$ cat src/rtl/fpu_pkg.sv
// Shared FPU types and constants used by the fsqrt datapath and its arbiter.
package fpu_pkg;

  typedef logic [31:0] fp32_t;

  localparam fp32_t FP_ONE     = 32'h3F800000;
  localparam fp32_t FP_POS_INF = 32'h7F800000;

  // Wide enough for the largest supported requester count (8).
  localparam int TAG_W = 3;

  typedef struct packed {
    fp32_t            y;
    logic             ovf;
    logic             udf;
    logic [TAG_W-1:0] tag;
    logic             valid;
  } sqrt_stage_t;

endpackage

$ cat src/rtl/fsqrt.sv
// Combinational single-precision square root, round-to-nearest-even.
// Denormal operands flush to a signed zero and raise udf; an infinite result raises ovf.
module fsqrt
  import fpu_pkg::*;
(
  input  fp32_t x,
  output fp32_t y,
  output logic  ovf,
  output logic  udf
);

  localparam logic [7:0] BIAS = FP_ONE[30:23];
  localparam fp32_t      QNAN = 32'h7FC00000;

  logic [49:0] radicand;
  logic [27:0] rem;
  logic [27:0] trial;
  logic [24:0] root;
  logic [23:0] rounded;
  logic [7:0]  expOut;
  logic        roundUp;

  // An odd biased exponent means an even unbiased one, so the significand is
  // shifted one place less; the 25-bit root then carries one rounding bit.
  always_comb begin
    radicand = x[23] ? {2'b01, x[22:0], 25'b0} : {1'b1, x[22:0], 26'b0};
    rem      = '0;
    root     = '0;
    trial    = '0;
    for (int i = 24; i >= 0; i--) begin
      rem   = {rem[25:0], radicand[2*i +: 2]};
      trial = {1'b0, root, 2'b01};
      if (rem >= trial) begin
        rem  = rem - trial;
        root = {root[23:0], 1'b1};
      end else begin
        root = {root[23:0], 1'b0};
      end
    end
    roundUp = root[0] & ((rem != '0) | root[1]);
    rounded = root[24:1] + {23'b0, roundUp};
    expOut  = 8'(({1'b0, x[30:23]} + {1'b0, BIAS}) >> 1);

    y   = {1'b0, 31'({expOut - 8'd1, 23'b0} + {7'b0, rounded})};
    ovf = 1'b0;
    udf = 1'b0;
    if (x[30:23] == 8'hFF && x[22:0] != '0) begin
      y = QNAN;
    end else if (x[30:23] == 8'h00) begin
      y   = {x[31], 31'b0};
      udf = (x[22:0] != '0);
    end else if (x[31]) begin
      y = QNAN;
    end else if (x[30:23] == 8'hFF) begin
      y   = FP_POS_INF;
      ovf = 1'b1;
    end
  end

endmodule

$ cat src/rtl/rr_grant.sv
// Round-robin picker: first eligible index at or after ptr, wrapping modulo NREQ.
module rr_grant #(
  parameter int NREQ  = 2,
  parameter int IDX_W = 1
) (
  input  logic [NREQ-1:0]  eligible,
  input  logic [IDX_W-1:0] ptr,
  output logic [NREQ-1:0]  grant,
  output logic [IDX_W-1:0] winner,
  output logic             found
);

  // Scan from the farthest offset back to ptr so the nearest eligible index wins.
  always_comb begin
    winner = '0;
    found  = 1'b0;
    for (int off = NREQ - 1; off >= 0; off--) begin
      if (eligible[(int'(ptr) + off) % NREQ]) begin
        winner = IDX_W'((int'(ptr) + off) % NREQ);
        found  = 1'b1;
      end
    end
    grant = found ? (NREQ'(1) << winner) : '0;
  end

endmodule

$ cat src/rtl/fsqrt_arbiter.sv
// Shares one fsqrt unit among NREQ requesters: round-robin issue, LAT result
// stages, and a held per-requester response slot.
module fsqrt_arbiter
  import fpu_pkg::*;
#(
  parameter int NREQ = 2,
  parameter int LAT  = 2
) (
  input  logic              clk,
  input  logic              rst,
  input  logic [NREQ-1:0]   req_valid,
  output logic [NREQ-1:0]   req_ready,
  input  logic [NREQ*32-1:0] req_x,
  output logic [NREQ-1:0]   resp_valid,
  input  logic [NREQ-1:0]   resp_ready,
  output logic [NREQ*32-1:0] resp_y,
  output logic [NREQ-1:0]   resp_ovf,
  output logic [NREQ-1:0]   resp_udf,
  output logic [NREQ-1:0]   busy
);

  localparam int IDX_W = $clog2(NREQ);

  logic [IDX_W-1:0] ptr;
  logic [IDX_W-1:0] winner;
  logic [NREQ-1:0]  eligible;
  logic [NREQ-1:0]  grant;
  logic             found;

  fp32_t            inX;
  logic [TAG_W-1:0] inTag;
  logic             inValid;

  fp32_t       sqY;
  logic        sqOvf;
  logic        sqUdf;
  sqrt_stage_t head;
  sqrt_stage_t tail;

  assign eligible  = req_valid & ~busy;
  assign req_ready = grant & {NREQ{~rst}};

  rr_grant #(.NREQ(NREQ), .IDX_W(IDX_W)) u_grant (
    .eligible(eligible),
    .ptr     (ptr),
    .grant   (grant),
    .winner  (winner),
    .found   (found)
  );

  always_ff @(posedge clk or posedge rst) begin
    if (rst) begin
      inX     <= '0;
      inTag   <= '0;
      inValid <= 1'b0;
    end else begin
      inValid <= found;
      if (found) begin
        inX   <= req_x[winner*32 +: 32];
        inTag <= TAG_W'(winner);
      end
    end
  end

  fsqrt u_fsqrt (
    .x  (inX),
    .y  (sqY),
    .ovf(sqOvf),
    .udf(sqUdf)
  );

  assign head = '{y: sqY, ovf: sqOvf, udf: sqUdf, tag: inTag, valid: inValid};

  if (LAT == 1) begin : g_direct
    assign tail = head;
  end else begin : g_pipe
    sqrt_stage_t pipe [LAT-1];

    always_ff @(posedge clk or posedge rst) begin
      if (rst) begin
        for (int k = 0; k < LAT - 1; k++) pipe[k] <= '0;
      end else begin
        pipe[0] <= head;
        for (int k = 1; k < LAT - 1; k++) pipe[k] <= pipe[k-1];
      end
    end

    assign tail = pipe[LAT-2];
  end

  // A slot being consumed is never the one a result lands in, and the issuing
  // requester is never busy, so these updates never target the same bit twice.
  always_ff @(posedge clk or posedge rst) begin
    if (rst) begin
      resp_valid <= '0;
      resp_y     <= '0;
      resp_ovf   <= '0;
      resp_udf   <= '0;
      busy       <= '0;
      ptr        <= '0;
    end else begin
      for (int i = 0; i < NREQ; i++) begin
        if (resp_valid[i] && resp_ready[i]) begin
          resp_valid[i] <= 1'b0;
          busy[i]       <= 1'b0;
        end
        if (tail.valid && tail.tag == TAG_W'(i)) begin
          resp_valid[i]       <= 1'b1;
          resp_y[32*i +: 32]  <= tail.y;
          resp_ovf[i]         <= tail.ovf;
          resp_udf[i]         <= tail.udf;
        end
      end
      if (found) begin
        busy[winner] <= 1'b1;
        ptr          <= (winner == IDX_W'(NREQ - 1)) ? '0 : winner + 1'b1;
      end
    end
  end

endmodule

$ cat config.mk
export PLATFORM = sky130hd
export DESIGN_NAME = fsqrt_arbiter
export DESIGN_NICKNAME = d
export VERILOG_FILES = /design/src/rtl/fpu_pkg.sv /design/src/rtl/fsqrt.sv /design/src/rtl/rr_grant.sv /design/src/rtl/fsqrt_arbiter.sv
export SDC_FILE = /design/constraint.sdc
export NUM_CORES = 1
export LEC_CHECK = 0
export CAP_MARGIN = 25
export CORE_MARGIN = 4
export CORE_UTILIZATION = 38
export CTS_CLUSTER_DIAMETER = 120
export DETAILED_ROUTE_END_ITERATION = 10
export SLEW_MARGIN = 10
export SYNTH_ARGS = -nofsm -noshare
export SYNTH_HDL_FRONTEND = slang
export SYNTH_SLANG_ARGS = --single-unit
$ cat constraint.sdc
create_clock -name clk -period 163.4 [get_ports clk]
set_input_delay 32.68 -clock clk [delete_from_list [all_inputs] [get_ports clk]]
set_output_delay 32.68 -clock clk [all_outputs]
set_load 0.005 [all_outputs]
# After elaboration in Yosys (flattened, before gate mapping)
# Cells that the tools add are included.
classes:
  n_addsub: 31
  magnitude_cmp: 29
  eq_ne: 1
  n_shift: 2
  muxes: 81
  n_bitwise: 8
  n_reduce_logical: 12
op_table:
  columns: ["operator", "count"]
  rows:
  - ["2-to-1 mux 26 bit", 24]
  - ["2-to-1 mux 32 bit", 3]
  - ["variable part select 64 x 7 -> 32 bit", 1]
  - ["2-to-1 mux 50 bit", 1]
  - ["2-to-1 mux 1 bit", 48]
  - ["adder 31 x 24 -> 31 bit", 1]
  - ["2-to-1 mux 31 bit", 1]
  - [">= comparator 28 x 10 -> 1 bit", 1]
  - [">= comparator 28 x 11 -> 1 bit", 1]
  - [">= comparator 28 x 12 -> 1 bit", 1]
  - [">= comparator 28 x 13 -> 1 bit", 1]
  - [">= comparator 28 x 14 -> 1 bit", 1]
  - [">= comparator 28 x 15 -> 1 bit", 1]
  - [">= comparator 28 x 16 -> 1 bit", 1]
  - [">= comparator 28 x 17 -> 1 bit", 1]
  - [">= comparator 28 x 18 -> 1 bit", 1]
  - [">= comparator 28 x 19 -> 1 bit", 1]
  - [">= comparator 28 x 20 -> 1 bit", 1]
  - [">= comparator 28 x 21 -> 1 bit", 1]
  - [">= comparator 28 x 22 -> 1 bit", 1]
  - [">= comparator 28 x 23 -> 1 bit", 1]
  - [">= comparator 28 x 24 -> 1 bit", 1]
  - [">= comparator 28 x 25 -> 1 bit", 1]
  - [">= comparator 28 x 26 -> 1 bit", 1]
  - ["other kinds (58)", 68]
word_totals:
  reg_bits: 143
  inputBits: 70
  output_inout_bits: 74
  wordCells: 182

# Depth between registers and ports, before layout
# Gate-level depths: netlist (run 1).
depth:
  depth_word: 60
  ltp_mapped: 488
  mapped_depth_nobuf: 437

# By module
# Synthesis (run 1) repeated with hierarchy kept, for this count alone.
unflattened:
  cells_unflattened: 4439
  area_unflattened_um2: 34081.4
by_module_without_submodules:
  columns: ["module", "instances", "cells_each", "area_each_um2"]
  rows:
  - ["fsqrt", 1, 4090, 28761.3]
  - ["fsqrt_arbiter", 1, 344, 5287.6]
  - ["rr_grant", 1, 5, 32.5]

# Least setup slack after synthesis (run 1)
# OpenSTA, ideal clock, no wires.
synth_timing:
  path_kind: "register to register"
  start: "reg inX[23]"
  end: "reg g_pipe.pipe[28] (netlist name)"
  t_arrival_ns: 88.240
  t_required_ns: 163.263
  setup_slack_ns: 75.022
  stages_incl_launch_ff: 476
  synth_period_minus_slack_ns: 88.378
  cell_sequence: "dfrtp_1 -> buf_2 -> buf_2 -> buf_1 -> clkbuf_1 -> clkbuf_1 -> mux2i_1 -> ha_1 -> buf_4 -> nor3b_2 -> nor2_1 -> clkbuf_1 -> o2bb2ai_1 -> inv_1 -> ha_1 -> clkbuf_1 -> a21oi_1 -> o21ai_2 -> [440 not listed] -> a21o_1 -> a21oi_1 -> nor2_1 -> a211oi_1 -> o311ai_0 -> a21o_1 -> a211oi_4 -> nor3_1 -> ha_1 -> and3_1 -> and3_1 -> nand3_1 -> nor4_1 -> nand2_1 -> nor2_1 -> xnor2_1 -> a21oi_1 -> o22ai_1"
synth_between:
  elab_chain_len: 60
  elab_cells_between_ends: 113
  classes_between: "27 x add/sub; 25 x order compare; 1 x eq/ne; 55 x mux; 2 x bitwise; 3 x reduce/logical"
synth_lines:
  columns: ["item", "line", "text"]
  rows:
  - ["from (decl)", "fsqrt_arbiter.sv:30", "fp32_t inX;"]
  - ["from (signal assigned)", "fsqrt_arbiter.sv:59", "inX <= req_x[winner*32 +: 32];"]
  - ["2-to-1 mux 50 bit", "fsqrt.sv:26", "radicand = x[23] ? {2'b01, x[22:0], 25'b0} : {1'b1, x[22:0], 26'b0};"]
  - ["subtractor 2 x 1 -> 3 bit / >= comparator 2 x 1 -> 1 bit (equally long branches)", "fsqrt.sv:34, fsqrt.sv:33", null]
  - ["2-to-1 mux 26 bit / 2-to-1 mux 1 bit (equally long branches)", "fsqrt.sv:33", "if (rem >= trial) begin"]
  - ["subtractor 26 x 3 -> 26 bit / >= comparator 28 x 3 -> 1 bit (equally long branches)", "fsqrt.sv:34, fsqrt.sv:33", null]
  - ["2-to-1 mux 26 bit / 2-to-1 mux 1 bit (equally long branches)", "fsqrt.sv:33", null]
  - ["subtractor 26 x 4 -> 26 bit / >= comparator 28 x 4 -> 1 bit (equally long branches)", "fsqrt.sv:34, fsqrt.sv:33", null]
  - ["2-to-1 mux 26 bit / 2-to-1 mux 1 bit (equally long branches)", "fsqrt.sv:33", null]
  - ["subtractor 26 x 5 -> 26 bit / >= comparator 28 x 5 -> 1 bit (equally long branches)", "fsqrt.sv:34, fsqrt.sv:33", null]
  - ["[45 not listed]", null, null]
  - ["bitwise AND 1 bit", "fsqrt.sv:40", "roundUp = root[0] & ((rem != '0) | root[1]);"]
  - ["adder 24 x 1 -> 24 bit", "fsqrt.sv:41", "rounded = root[24:1] + {23'b0, roundUp};"]
  - ["adder 31 x 24 -> 31 bit", "fsqrt.sv:44", "y = {1'b0, 31'({expOut - 8'd1, 23'b0} + {7'b0, rounded})};"]
  - ["2-to-1 mux 31 bit", "fsqrt.sv:54", "end else if (x[30:23] == 8'hFF) begin"]
  - ["2-to-1 mux 32 bit", "fsqrt.sv:52", "end else if (x[31]) begin"]
  - ["2-to-1 mux 32 bit", "fsqrt.sv:49", "end else if (x[30:23] == 8'h00) begin"]
  - ["2-to-1 mux 32 bit *", "fsqrt.sv:47", "if (x[30:23] == 8'hFF && x[22:0] != '0) begin"]
  - ["via sqY[22]", "fsqrt_arbiter.sv:34", "fp32_t sqY;"]
  - ["to (decl)", "fsqrt_arbiter.sv:77", "sqrt_stage_t pipe [LAT-1];"]
# Mark *: on every way through the listed nets, which the timed path passes. The rest lies on a longest branch.
# A chain may end at the register's enable or synchronous reset.

# Worst setup path in the final report (run 1)
layout_timing:
  start: "reg inX[22]"
  end: "reg g_pipe.pipe[28] (netlist name)"
# Same word-level chain as after synthesis.

==> flow_summary_export.csv, run 1 <==
group,metric,value,unit
placed_design,dp_hpwl,89.4,mm
setup_path,path_class,"flop to flop",
synth,synth_largest_area_cell,"ha_1",
grt,grt-busiest-layer,"met2",
detailed_routing,drt_iter0_drc,3218,
timing,hold_viol,0,
grt,grt_use_met3,4.78,%
synth,synthSimpleGateAreaFrac,23.9,%
detailed_routing,drc,0,
synth,synth_compound_area_share,32.2,%
timing,worstMarginPinSlew,1.05,ns
timing,rsz0062_at_grt,"no",
detailed_routing,routedWlPerCell,20.0,um
setup_path,end_kind,"flop",
timing,finalSetupViolations,0,
timing,fin_worst_skew,0.0270,ns
synth,synth_edf_count,0,
setup_path,crit_fanout,46,
floorplanning,rows,106,
grt,grt_pass1_vias,31200,
layout,nNetsFinal,4869,
setup_path,cp_slowest_cell,"nor2_1",
run_status,status,"complete, no violations",
synth,synth-xor-area-share,9.05,%
floorplanning,die_area,0.0891,mm^2
floorplanning,die-width,298,um
layout,antenna_cells,0,
placed_design,place.port_buffers,143,
clock_tree,cts_tree,"done",
grt,grt_util_all_layers,24.2,%
setup_path,required,163.71,ns
floorplanning,core_area,0.0837,mm^2
placed_design,gp_congestion,0.945,
synth,syn-instance-count,4379,
clock_tree,numCtsBuffers,17,
clock_tree,clk_latency,0.47,ns
clock_tree,post_cts_buffers,0,
min_path,hold_path_depth,0,
timing,finalMaxSlewViolations,0,
timing,relSlewSlack,29.3,%
synth,synth_top_family_by_area,"compound AO/OA/AOI/OAI gates",
synth,async_flop_share,100,%
setup_path,cp-start-kind,"flop",
synth,ys_seq_area_share,11.2,%
detailed_routing,vias_per_cell,5.98,
layout,drive_above_1_share,7.69,%
timing,tns,0,ns
detailed_routing,dr.pass1.iters,5,
grt,grt_use_met2,37.3,%
detailed_routing,routed_wl,112,mm
timing,max_freq,10.6,MHz
synth,synth.most_common_cell,"a21oi_1",
floorplanning,start_util,38.3,%
detailed_routing,final_antenna_net_count,0,
synth,synth_fa_ha_area_share,13.4,%
floorplanning,die_h,298,um
clock_tree,clk_path_buf_depth,2,
clock_tree,cts_num_sinks,143,
layout,area_growth,10.0,%
grt,gr-usage-met1,34.7,%
synth,ys_ff_latch,143,
synth,netlist.area_leader.share,13.3,%
setup_path,r2r_cells,435,
synth,syn-cell-area,0.0321,mm^2
grt,grt_pass1_wl,177,mm
floorplanning,ios,144,
grt,grt_max_degree,92,
synth,synth.area.mux_share,5.91,%
setup_path,cp_common_cell,"a21oi_1",
grt,antenna_found_initial,3,
synth,synth.area.top_cells,"ha_1 13%, dfrtp_1 11%, a21oi_1 7.1%, xnor2_1 6.7%, nand2_1 4.9%",
synth,synth.distinct_cells,136,
setup_path,reg2reg_slack,69.29,ns
run,maxCapViolations,0,
clock_tree,cts_resized,0,
synth,synthTopCellsByCount,"452 x a21oi_1, 419 x nand2_1, 363 x nor2_1",
timing,final.min_clock_period,94.11,ns
timing,period_share,57.6,%
synth,yosys_warnings,0,
grt,gr-total-overflow,0,
setup_path,arrival,94.42,ns
clock_tree,hold_buffers,0,
detailed_routing,num_vias,33500,
clock_tree,clk_pin_slew,0.08,ns
synth,syn_avg_cell_area,7.32,um^2
synth,synthFlopType,"dfrtp_1",
clock_tree,h-tree-depth,4,
min_path,hold_class,"flop to flop",
setup_path,slowest_delay,0.65,ns
clock_tree,cts_root_buf,"clkbuf_16",
layer usage:
layer	share of wire [%]	vias to the layer above	routed length (um)
li1	-	16500	-
met5	0.012	-	13
met2	43	1150	47700
met3	7.9	130	8850
met1	48	15700	53500
met4	2.0	2	2270
critical path: cells and delay by family (launching register included):
family / cells / cell delay (ns)
AO/OA/AOI/OAI: 253 / 46.78
XOR/XNOR: 1 / 0.13
adder cells (fa/ha/maj): 33 / 9.45
buffers and inverters: 49 / 13.02
flip-flops: 1 / 0.55
multiplexers: 11 / 3.30
AND/OR/NAND/NOR: 88 / 20.43
registers in the layout, indices dropped and copies added (netlist names):
register     flops
resp_valid       2
resp_udf         2
busy             2
g_pipe.pipe     36
inValid          1
resp_y          64
ptr              1
inTag            1
inX             32
resp_ovf         2
cells by family after synthesis:
| group | count (synthesis) |
|---|---|
| AO/OA/AOI/OAI | 1517 |
| AND/OR/NAND/NOR | 1514 |
| buffers and inverters | 358 |
| adder cells (fa/ha/maj) | 342 |
| XOR/XNOR | 328 |
| multiplexers | 175 |
| flip-flops | 143 |
| other | 2 |
worst paths after layout:
| check | start | endpoint |
|---|---|---|
| hold reg to reg | inValid | g_pipe.pipe[0] |
| max in group asynchronous | rst | resp_y[17] |
| setup reg to reg | inX[22] | g_pipe.pipe[28] |
| hold / removal | inValid | g_pipe.pipe[0] |
| setup / recovery | inX[22] | g_pipe.pipe[28] |
| min in group asynchronous | rst | inX[6] |
layout by cell type (no fill, tap or decap), types with 15 or more instances in the layout:
master           instances
xor2_1                  78
nand2b_1                44
o31ai_1                 33
o21ai_0                211
clkdlybuf4s50_1        143
o2111ai_1               25
a22oi_1                 42
nor2_1                 361
o21ai_1                 23
or2_2                   25
nor3_1                 106
a211oi_1                39
or3_1                   40
a31oi_1                 52
inv_2                   15
nand2_1                418
and4_1                  15
inv_1                  190
o21bai_1               146
or4_1                   24
a211o_1                 19
nor2b_1                 40
a21oi_1                452
mux2i_1                 65
o211ai_1                44
and3_1                  41
clkbuf_16               17
buf_4                   42
dfrtp_1                142
mux2_2                 105
a31o_2                  17
and2_1                  62
conb_1                  27
o21a_1                  37
nor4_1                  45
nand4_1                 60
ha_1                   340
a21o_1                 125
xnor2_1                247
nand3_1                120
stage by stage:
step                setup slack [ns]  hold slack [ns]  instance area, um^2  cells  utilization [%]
floorplan                      75.02            0.331                32100   4404                -
global placement               74.09            0.333                34700   5573             41.5
detailed placement             70.79            0.350                34700   5573             41.5
CTS                            70.39            0.354                35300   5605             42.1
global route                   59.66            0.354                35300   5605             42.1
finish                         69.29            0.347                35300   5605             42.1
cell type report:
class / count / area, um^2
Tap cell: 1134 / 1420
Clock inverter: 14 / 126
Fill cell: 8703 / 48400
Inverter: 208 / 787
Multi-Input combinational cell: 3903 / 27200
Sequential cell: 143 / 3580
Clock buffer: 18 / 439
Timing Repair Buffer: 185 / 1750
Power of run 1 is not shown: default switching activity piles up to over one toggle a cycle in this logic, so the estimate is an artifact.
==> run 2: changes to the inputs <==
- clock period: 163.4 -> 89.6 ns (I/O delays scaled with it)
==> run 2 against run 1 <==
Global-route usage rose by 0.55 points. Routed wire length rose by 3.5%. Sequential share of layout area shrank 0.18 points. Non-clock buffer count is 31 higher. Worst setup slack worse by 62 ns. Critical path depth shrank 2. First-iteration DRC count rose by 3.3%. Sequential cell count stayed put. Critical path type unchanged. Critical endpoint unchanged. Largest cell class unchanged.
==> flow_summary_export.csv, run 2 (synthesis results as in run 1) <==
group,metric,value,unit
timing,hold_viol,0,
layout,largest_register,"resp_y",
clock_tree,h-tree-depth,4,
grt,grt_max_degree,78,
layout,fillCellCount,8688,
layout,final_cell_mix,"444 x a21oi_1, 415 x nand2_1, 356 x nor2_1",
layout,area_growth,12.0,%
detailed_routing,vias_per_cell,6.06,
timing,max_freq,12.2,MHz
floorplanning,start_util,38.3,%
floorplanning,die-width,298,um
clock_tree,cts_root_buf,"clkbuf_16",
placed_design,dp_hpwl,92.6,mm
setup_path,path_class,"flop to flop",
grt,grt_pass1_vias,31600,
layout,reg.largest.list,"resp_y (64), g_pipe.pipe (36), inX (32)",
setup_path,required,89.90,ns
timing,relSlewSlack,31.3,%
detailed_routing,routed_wl,116,mm
placed_design,place.port_buffers,143,
detailed_routing,drt_iter0_drc,3323,
setup_path,cp-start-kind,"flop",
layout,layout.cells.non_filler,5637,
layout,regArea,0.00358,mm^2
run,maxCapViolations,0,
timing,finalMaxSlewViolations,0,
floorplanning,rows,106,
detailed_routing,dr.pass1.iters,6,
floorplanning,core_area,0.0837,mm^2
grt,gr-total-overflow,0,
timing,worstMarginPinSlew,1.00,ns
floorplanning,die_h,298,um
detailed_routing,final_antenna_net_count,0,
layout,multi_input_area,0.0274,mm^2
layout,final_common_cell,"a21oi_1",
setup_path,crit_fanout,45,
run_status,status,"complete, no violations",
grt,antenna_found_initial,4,
layout,antenna_cells,0,
clock_tree,cts_num_sinks,143,
min_path,hold_class,"flop to flop",
grt,grt_util_all_layers,24.7,%
timing,finalSetupViolations,0,
setup_path,slowest_delay,0.50,ns
grt,grt_pass1_wl,180,mm
setup_path,cp_common_cell,"a21oi_1",
timing,period_share,91.7,%
layout,largest_register_ffs,64,
floorplanning,ios,144,
timing,fin_worst_skew,0.0293,ns
setup_path,cp_slowest_cell,"or4b_1",
clock_tree,cts_tree,"done",
placed_design,gp_congestion,0.964,
clock_tree,hold_buffers,0,
setup_path,arrival,82.49,ns
clock_tree,clk_path_buf_depth,2,
placed_design,dp.cells,5588,
layout,drive_above_1_share,9.35,%
detailed_routing,routedWlPerCell,20.6,um
floorplanning,die_area,0.0891,mm^2
layout,nNetsFinal,4901,
layout,final_core_util,42.9,%
detailed_routing,num_vias,34100,
clock_tree,clk_pin_slew,0.07,ns
setup_path,end_kind,"flop",
clock_tree,numCtsBuffers,17,
detailed_routing,drc,0,
timing,final.min_clock_period,82.18,ns
clock_tree,clk_latency,0.47,ns
run 2: routing by layer:
layer / vias to the layer above / wire, um / global-route usage, %
met1: 16100 / 55200 / 35.4
met5: - / 0 / 0
met2: 1271 / 51100 / 39.7
met3: 127 / 7910 / 3.01
met4: 0 / 2130 / 5.42
li1: 16600 / - / -
run 2: critical path, delay by kind of cell, from the launching register on:
kind | cells | cell delay (ns)
xor gates and xnor gates | 1 | 0.10
buffers and inverters | 46 | 7.91
muxes | 11 | 3.13
and+or+nand+nor | 97 | 17.78
AOI/OAI and AO/OA | 246 | 43.46
DFF | 1 | 0.45
adders and majority gates | 32 | 8.89
run 2: timing repair:
action,CTS,global route
buffers inserted,0,15
endpoints found under the setup margin,0,31
resized for setup,0,92
run 2: worst paths after layout:
path | slack, ns | cells past startpoint | to | from
min in group asynchronous | 18.04 | 2 | inX[22] | rst
max in group asynchronous | 70.48 | 4 | resp_y[13] | rst
setup reg to reg | 7.42 | 433 | g_pipe.pipe[28] | inX[23]
hold reg to reg | 0.35 | 0 | g_pipe.pipe[0] | inValid
hold / removal | 0.35 | 0 | g_pipe.pipe[0] | inValid
setup / recovery | 7.42 | 433 | g_pipe.pipe[28] | inX[23]
run 2: final cells by class:
cell class | count | area share, %
multi-input combinational | 3904 | 76.4
tap | 1134 | 3.95
timing repair buffer | 216 | 5.69
sequential | 143 | 9.97
clock inverter | 15 | 0.467
clock buffer | 17 | 1.19
inverter | 208 | 2.32
run 2: stage by stage:
step / instance area, um^2 / TNS [ns] / hold WS [ns] / setup WS, ns
final: 35900 / 0 / 0.348 / 7.42
after global routing: 35900 / -0.335 / 0.358 / -0.196
after CTS: 35400 / 0 / 0.350 / 1.48
after detailed placement: 34800 / 0 / 0.335 / 1.81
after global placement: 34800 / 0 / 0.334 / 4.34
after floorplan: 32100 / 0 / 0.331 / 1.22
Power of run 2 is left out for the same reason.
